File: src/rtl/spi_pkg.sv
// Shared SPI definitions: FSM state encodings (common to serializer and
// deserializer), default word width and the divider sample phase.
package spi_pkg;

  typedef enum logic [1:0] {
    IDLE = 2'b01,
    RECV = 2'b10
  } state_t;

  localparam int          DEF_DATAWIDTH    = 8;
  localparam logic [1:0]  DEF_SAMPLE_PHASE = 2'b11;

endpackage

File: src/rtl/spi_s2p_if.sv
// SPI receive-side bundle: serial line and divider phase in, RX FIFO write
// handshake and status out. The master modport drives the serial side and
// FIFO status; the slave modport is the deserializer.
interface spi_s2p_if #(
  parameter int DATAWIDTH = spi_pkg::DEF_DATAWIDTH
);

  logic                 s2p_enable;
  logic [1:0]           cnt;
  logic                 data_in;
  logic                 not_full0;
  logic                 overrun_clr;
  logic                 wen0;
  logic [DATAWIDTH-1:0] wdata0;
  logic                 busy;
  logic                 overrun;

  modport master (
    output s2p_enable, cnt, data_in, not_full0, overrun_clr,
    input  wen0, wdata0, busy, overrun
  );

  modport slave (
    input  s2p_enable, cnt, data_in, not_full0, overrun_clr,
    output wen0, wdata0, busy, overrun
  );

endinterface

File: src/rtl/spi_s2p.sv
// SPI receive deserializer. Samples data_in once per SCLK period (when the
// divider phase cnt equals SAMPLE_PHASE), assembles DATAWIDTH-bit words and
// hands each finished word to the RX FIFO through a one-entry hold register.
// Optional build macro SPI_S2P_LSB_FIRST_EN: first received bit lands in
// wdata0[0] instead of the MSB.
module spi_s2p
  import spi_pkg::*;
#(
  parameter int         DATAWIDTH    = DEF_DATAWIDTH,
  parameter logic [1:0] SAMPLE_PHASE = DEF_SAMPLE_PHASE
) (
  input  logic      clk,
  input  logic      rstn,
  spi_s2p_if.slave  bus
);

  localparam int                CNT_W    = (DATAWIDTH > 2) ? $clog2(DATAWIDTH) : 1;
  localparam logic [CNT_W-1:0]  LAST_BIT = CNT_W'(DATAWIDTH - 1);

  state_t                 state;
  logic [CNT_W-1:0]       bit_cnt;
  logic [DATAWIDTH-1:0]   shift;
  logic [DATAWIDTH-1:0]   shift_nxt;
  logic [DATAWIDTH-1:0]   hold;
  logic                   hold_valid;
  logic                   sample;
  logic                   complete;
  logic                   drain;

  // A strobe only counts while receiving with the window still open; the
  // shifted value on the final strobe is itself the completed word.
  always_comb begin
    sample   = (state == RECV) && bus.s2p_enable && (bus.cnt == SAMPLE_PHASE);
    complete = sample && (bit_cnt == LAST_BIT);
    drain    = hold_valid && !bus.wen0 && bus.not_full0;
`ifdef SPI_S2P_LSB_FIRST_EN
    shift_nxt = {bus.data_in, shift[DATAWIDTH-1:1]};
`else
    shift_nxt = {shift[DATAWIDTH-2:0], bus.data_in};
`endif
  end

  // Receive FSM: shifter, bit counter and busy flag; closing the window
  // discards any partially assembled word.
  always_ff @(posedge clk or negedge rstn) begin
    if (!rstn) begin
      state   <= IDLE;
      bit_cnt <= '0;
      shift   <= '0;
      bus.busy <= 1'b0;
    end else begin
      case (state)
        IDLE: begin
          bit_cnt  <= '0;
          bus.busy <= 1'b0;
          if (bus.s2p_enable) state <= RECV;
        end
        RECV: begin
          if (!bus.s2p_enable) begin
            state    <= IDLE;
            bit_cnt  <= '0;
            bus.busy <= 1'b0;
          end else if (sample) begin
            shift <= shift_nxt;
            if (bit_cnt == LAST_BIT) begin
              bit_cnt  <= '0;
              bus.busy <= 1'b0;
            end else begin
              bit_cnt  <= bit_cnt + 1'b1;
              bus.busy <= 1'b1;
            end
          end
        end
        default: begin
          state    <= IDLE;
          bit_cnt  <= '0;
          bus.busy <= 1'b0;
        end
      endcase
    end
  end

  // Hold/push path: drains the hold register into the FIFO (never two
  // writes in a row), accepts a new word if the hold is free or draining
  // this edge, otherwise flags a sticky overrun (set beats clear).
  always_ff @(posedge clk or negedge rstn) begin
    if (!rstn) begin
      hold        <= '0;
      hold_valid  <= 1'b0;
      bus.wen0    <= 1'b0;
      bus.wdata0  <= '0;
      bus.overrun <= 1'b0;
    end else begin
      bus.wen0 <= drain;
      if (drain) begin
        bus.wdata0 <= hold;
        hold_valid <= 1'b0;
      end

      if (bus.overrun_clr) bus.overrun <= 1'b0;

      if (complete) begin
        if (!hold_valid || drain) begin
          hold       <= shift_nxt;
          hold_valid <= 1'b1;
        end else begin
          bus.overrun <= 1'b1;
        end
      end
    end
  end

endmodule

File: src/flat_wrapper.sv
// flat-port wrapper written by rule: the top's interface ports become plain ports
module spi_s2p_flat import spi_pkg::*;
#(
  parameter int         DATAWIDTH    = DEF_DATAWIDTH,
  parameter logic [1:0] SAMPLE_PHASE = DEF_SAMPLE_PHASE
)
  (clk, rstn, bus_s2p_enable, bus_cnt, bus_data_in, bus_not_full0, bus_overrun_clr, bus_wen0, bus_wdata0, bus_busy, bus_overrun);
  spi_s2p_if #(.DATAWIDTH(DATAWIDTH)) bus_i ();
  input  logic clk;
  input  logic rstn;
  input wire logic [$bits(bus_i.s2p_enable)-1:0] bus_s2p_enable;
  input wire logic [$bits(bus_i.cnt)-1:0] bus_cnt;
  input wire logic [$bits(bus_i.data_in)-1:0] bus_data_in;
  input wire logic [$bits(bus_i.not_full0)-1:0] bus_not_full0;
  input wire logic [$bits(bus_i.overrun_clr)-1:0] bus_overrun_clr;
  output wire logic [$bits(bus_i.wen0)-1:0] bus_wen0;
  output wire logic [$bits(bus_i.wdata0)-1:0] bus_wdata0;
  output wire logic [$bits(bus_i.busy)-1:0] bus_busy;
  output wire logic [$bits(bus_i.overrun)-1:0] bus_overrun;
  assign bus_i.s2p_enable = bus_s2p_enable;
  assign bus_i.cnt = bus_cnt;
  assign bus_i.data_in = bus_data_in;
  assign bus_i.not_full0 = bus_not_full0;
  assign bus_i.overrun_clr = bus_overrun_clr;
  assign bus_wen0 = bus_i.wen0;
  assign bus_wdata0 = bus_i.wdata0;
  assign bus_busy = bus_i.busy;
  assign bus_overrun = bus_i.overrun;
  spi_s2p #(.DATAWIDTH(DATAWIDTH), .SAMPLE_PHASE(SAMPLE_PHASE)) u_core (.clk(clk), .rstn(rstn), .bus(bus_i));
endmodule
File: config.mk
export PLATFORM = sky130hd
export DESIGN_NAME = spi_s2p_flat
export DESIGN_NICKNAME = d
export VERILOG_FILES = /design/src/rtl/spi_pkg.sv /design/src/rtl/spi_s2p_if.sv /design/src/rtl/spi_s2p.sv /design/src/flat_wrapper.sv
export SDC_FILE = /design/constraint.sdc
export NUM_CORES = 1
export LEC_CHECK = 0
export CORE_ASPECT_RATIO = 0.5
export CORE_UTILIZATION = 35
export CTS_BUF_LIST = sky130_fd_sc_hd__clkbuf_2
export CTS_CLUSTER_SIZE = 16
export DETAILED_ROUTE_END_ITERATION = 10
export GPL_TIMING_DRIVEN = 0
export HOLD_SLACK_MARGIN = 0.15
export PLACE_DENSITY_LB_ADDON = 0.3
export SYNTH_ARGS = -nofsm -noshare
export SYNTH_HDL_FRONTEND = slang
export SYNTH_SLANG_ARGS = --single-unit
File: constraint.sdc
create_clock -name clk -period 4.6 [get_ports clk]
set_input_delay 0.46 -clock clk [delete_from_list [all_inputs] [get_ports clk]]
set_output_delay 0.46 -clock clk [all_outputs]
set_load 0.05 [all_outputs]
==> metrics.txt <==
# TYPE chip_impl_metric gauge
chip_impl_metric{name="initial_utilization",unit=""} 0.394
chip_impl_metric{name="cts-root-to-sink-buffers",unit=""} 2
chip_impl_metric{name="cap_viol_max_count",unit=""} 0
chip_impl_metric{name="synthesis.area",unit="mm²"} 0.00126
chip_impl_metric{name="design.portCount",unit=""} 19
chip_impl_metric{name="dr.first_iter.drc_count",unit=""} 22
chip_impl_metric{name="netSwitchingPower",unit="µW"} 119
chip_impl_metric{name="critPathBufInv",unit=""} 1
chip_impl_metric{name="sequential_cell_area",unit="µm²"} 802
chip_impl_metric{name="antenna_found_initial",unit=""} 0
chip_impl_metric{name="switching_share_of_total_power",unit=""} 0.247
chip_impl_metric{name="cts_htree_levels",unit=""} 2
chip_impl_metric{name="critPathMaxStageDelay",unit="ns"} 0.81
chip_impl_metric{name="met3RoutedLength",unit="µm"} 84
chip_impl_metric{name="clock_sink_count",unit=""} 32
chip_impl_metric{name="routabilityCongestion",unit=""} 0.683
chip_impl_metric{name="total_negative_slack",unit="ns"} 0
chip_impl_info{name="crit_path_cell_trace",value="clkdlybuf4s50_1"} 1
chip_impl_info{name="worstSetupEndpointType",value="primary output"} 1
chip_impl_metric{name="worst_slew_pin_slew",unit="ns"} 0.695
chip_impl_metric{name="cts_inserted_buffers",unit=""} 5
chip_impl_info{name="worst-setup-path-type",value="reg -> out"} 1
chip_impl_metric{name="gr-total-overflow",unit=""} 0
chip_impl_metric{name="slew_viol_final",unit=""} 0
chip_impl_metric{name="multi_input_gate_area_in_the_final_layout",unit="µm²"} 445
chip_impl_metric{name="vias",unit=""} 704
chip_impl_info{name="ctsRootBufferMaster",value="sky130_fd_sc_hd__clkbuf_2"} 1
chip_impl_metric{name="viasPerCell",unit=""} 4.63
chip_impl_metric{name="num_rows",unit=""} 14
chip_impl_metric{name="async_flop_share",unit=""} 1.00
chip_impl_metric{name="area_growth_syn_to_layout",unit="%"} 22.2
chip_impl_info{name="setup_repair_after_global_routing_missed_its_margin",value="no"} 1
chip_impl_info{name="tritoncts",value="done"} 1
chip_impl_metric{name="power.total",unit="µW"} 481
chip_impl_metric{name="grt_max_degree",unit=""} 33
chip_impl_metric{name="timing.reg2reg.worst_path_depth",unit=""} 5
chip_impl_metric{name="finish.net_count",unit=""} 114
chip_impl_metric{name="setup_violations",unit=""} 0
chip_impl_metric{name="insertion_delay",unit="ns"} 0.35
chip_impl_metric{name="timing.final.hold_violations",unit=""} 0
chip_impl_metric{name="power_density",unit="mW/mm²"} 312
chip_impl_metric{name="detail_route.wirelength",unit="µm"} 1980
chip_impl_info{name="postSynth.topFlopCell",value="sky130_fd_sc_hd__dfrtp_1"} 1
chip_impl_info{name="holdCritPathClass",value="reg -> reg"} 1
chip_impl_metric{name="period_needed",unit="ns"} 1.99
chip_impl_metric{name="yosys_register_bits",unit=""} 32
chip_impl_metric{name="first_pass_iters",unit=""} 2
chip_impl_metric{name="die_h",unit="µm"} 44.5
chip_impl_info{name="mostFrequentLayoutCells",value="31 x sky130_fd_sc_hd__dfrtp_1, 23 x sky130_fd_sc_hd__mux2_2, 17 x sky130_fd_sc_hd__clkdlybuf4s50_1"} 1
chip_impl_metric{name="worst_hold_slack",unit="ns"} 0.520
chip_impl_metric{name="met2_wirelength",unit="µm"} 954
chip_impl_info{name="top_signal_layer_used",value="met4"} 1
chip_impl_metric{name="die_w",unit="µm"} 87.0
chip_impl_info{name="critPathSlowestCell",value="sky130_fd_sc_hd__clkdlybuf4s50_1"} 1
chip_impl_metric{name="crit_path_max_fanout",unit=""} 3
chip_impl_metric{name="post_synth_num_cell_types",unit=""} 20
chip_impl_metric{name="hold_path_depth",unit=""} 1
chip_impl_metric{name="register_clock_pin_slew_on_the_reported_worst_setup_and_hold_paths",unit="ns"} 0.14
chip_impl_info{name="status",value="completed"} 1
chip_impl_metric{name="first_global_vias",unit=""} 748
chip_impl_metric{name="global_route_wire_length_before_repair",unit="µm"} 3310
chip_impl_metric{name="synthesis.area_per_instance",unit="µm²"} 16.2
chip_impl_metric{name="finClkSkew",unit="ns"} 0.0172
chip_impl_metric{name="met1_wirelength",unit="µm"} 932
chip_impl_info{name="dominant_delay_contributor_by_cell_family_on_the_critical_path",value="buffers and inverters"} 1
chip_impl_metric{name="fillCellCount",unit=""} 294
chip_impl_metric{name="ys_warn_count",unit=""} 0
chip_impl_metric{name="global_route.usage.total",unit=""} 0.123
chip_impl_metric{name="layout_worst_path_cycle_share",unit=""} 0.433
chip_impl_info{name="most_common_library_cell_in_the_layout_ignoring_fill_and_taps",value="sky130_fd_sc_hd__dfrtp_1"} 1
chip_impl_metric{name="syn-num-nets",unit=""} 88
chip_impl_metric{name="placeableCoreArea",unit="mm²"} 0.00321
chip_impl_metric{name="number_of_stages_on_the_worst_setup_path",unit=""} 1
chip_impl_metric{name="die_area",unit="mm²"} 0.00387
chip_impl_metric{name="number_of_antenna_repair_diodes",unit=""} 0
chip_impl_metric{name="drive_gt1_frac",unit=""} 0.346
chip_impl_metric{name="power.leakage",unit="µW"} 0.000779
chip_impl_metric{name="fmax",unit="MHz"} 502
chip_impl_metric{name="syn_inst",unit=""} 78
chip_impl_metric{name="antenna_violating_nets_post_route",unit=""} 0
chip_impl_metric{name="power_report.internal_total",unit="µW"} 362
chip_impl_info{name="cp-start-kind",value="flip-flop"} 1
chip_impl_metric{name="synth_enable_flop_cells",unit=""} 0
chip_impl_metric{name="post-dp-hpwl",unit="µm"} 1310
chip_impl_metric{name="sequentialPowerShare",unit=""} 0.653
chip_impl_metric{name="post-route-drc-count",unit=""} 0
chip_impl_metric{name="max_slew_margin",unit=""} 0.537
chip_impl_metric{name="cts_repair_resize_count",unit=""} 0
chip_impl_metric{name="share_comb_of_total_power",unit=""} 0.095
chip_impl_metric{name="yosysSeqAreaShare",unit=""} 0.635
chip_impl_metric{name="critPathArrivalTime",unit="ns"} 1.53
chip_impl_metric{name="ir_worst_vdd",unit="mV"} 0.0993
chip_impl_metric{name="port_buffers",unit=""} 18
chip_impl_metric{name="detail_route.wl_per_cell",unit="µm"} 13.0
chip_impl_metric{name="clkPwrFrac",unit=""} 0.252
chip_impl_metric{name="crit_required",unit="ns"} 4.14
[synthesized netlist by cell type, types with 2 or more instances]
master / number / area (µm²)
sky130_fd_sc_hd__ha_1: 2 / 25.0
sky130_fd_sc_hd__mux2_2: 23 / 259
sky130_fd_sc_hd__a22o_1: 4 / 35.0
sky130_fd_sc_hd__inv_1: 3 / 11.3
sky130_fd_sc_hd__dfrtp_1: 31 / 776
[registers in the layout (all words and copies together), names as in the netlist]
| register | flops |
|---|---|
| u_core.bit_cnt | 3 |
| u_core.bus.busy | 1 |
| u_core.bus.overrun | 1 |
| u_core.bus.wdata0 | 8 |
| u_core.bus.wen0 | 1 |
| u_core.hold | 8 |
| u_core.hold_valid | 1 |
| u_core.shift | 7 |
| u_core.state | 2 |
[stage by stage]
step | std cells | cell area (µm²) | utilization | setup WS, ns
6_report | 152 | 1540 | 0.482 | 2.61
5_1_grt | 152 | 1540 | 0.482 | 2.52
4_1_cts | 152 | 1540 | 0.482 | 2.56
3_5_place_dp | 144 | 1500 | 0.468 | 2.30
3_3_place_gp | 144 | 1500 | 0.469 | 2.29
2_1_floorplan | 78 | 1260 | - | 2.76
[power groups by stage]
stage / Combinational, µW / Sequential (µW) / Clock, µW
final: 45.8 / 314 / 121
after global routing: 52.3 / 317 / 140
after CTS: 46.5 / 315 / 130
after detailed placement: 45.2 / 320 / 0
after global placement: 45.5 / 319 / 0
after floorplan: 28.4 / 318 / 0
[cell families after synthesis]
family | Yosys count | synth area share
adder cells (fa/ha/maj) | 2 | 0.0198
multiplexers | 23 | 0.205
XOR/XNOR | 1 | 0.00693
flip-flops | 32 | 0.635
AO/OA/AOI/OAI | 8 | 0.0673
AND/OR/NAND/NOR | 8 | 0.0535
buffers and inverters | 4 | 0.0129
[layer usage]
| layer | vias up | track usage |
|---|---|---|
| li1 | 333 | - |
| met1 | 353 | 0.143 |
| met2 | 16 | 0.197 |
| met3 | 2 | 0.0466 |
| met4 | 0 | 0.0800 |
| met5 | - | 0 |
[path summary, 6_finish.rpt]
kind / start / to / slack [ns]
worst max-delay path: u_core.bus.wen0$_DFF_PN0_ / bus_wen0 / 2.61
worst min-delay path: u_core.bus.busy$_DFFE_PN0P_ / u_core.bus.busy$_DFFE_PN0P_ / 0.52
worst max register to register: u_core.bit_cnt[0]$_DFFE_PN0P_ / u_core.hold[3]$_DFFE_PN0P_ / 2.70
worst min register to register: u_core.bus.busy$_DFFE_PN0P_ / u_core.bus.busy$_DFFE_PN0P_ / 0.52
max in group asynchronous: rstn / u_core.bus.wdata0[3]$_DFFE_PN0P_ / 3.44
min in group asynchronous: rstn / u_core.hold[4]$_DFFE_PN0P_ / 0.70
[repair_timing]
item | in CTS | in global routing
hold buffers | 1 | 0
endpoints found under the hold margin | 26 | 0
setup buffers | 0 | 0
endpoints found under the setup margin | 0 | 0
[area by class of cell]
cell class,count,share of cell area
well taps,48,0.0389
flip-flops and latches,32,0.519
plain buffers,1,0.00324
clock inverters,1,0.00324
clock buffers,6,0.0194
inverters,3,0.00729
multi-input cells,42,0.288
repair buffers,19,0.120
Note: power is estimated with default switching activity, not from simulation.
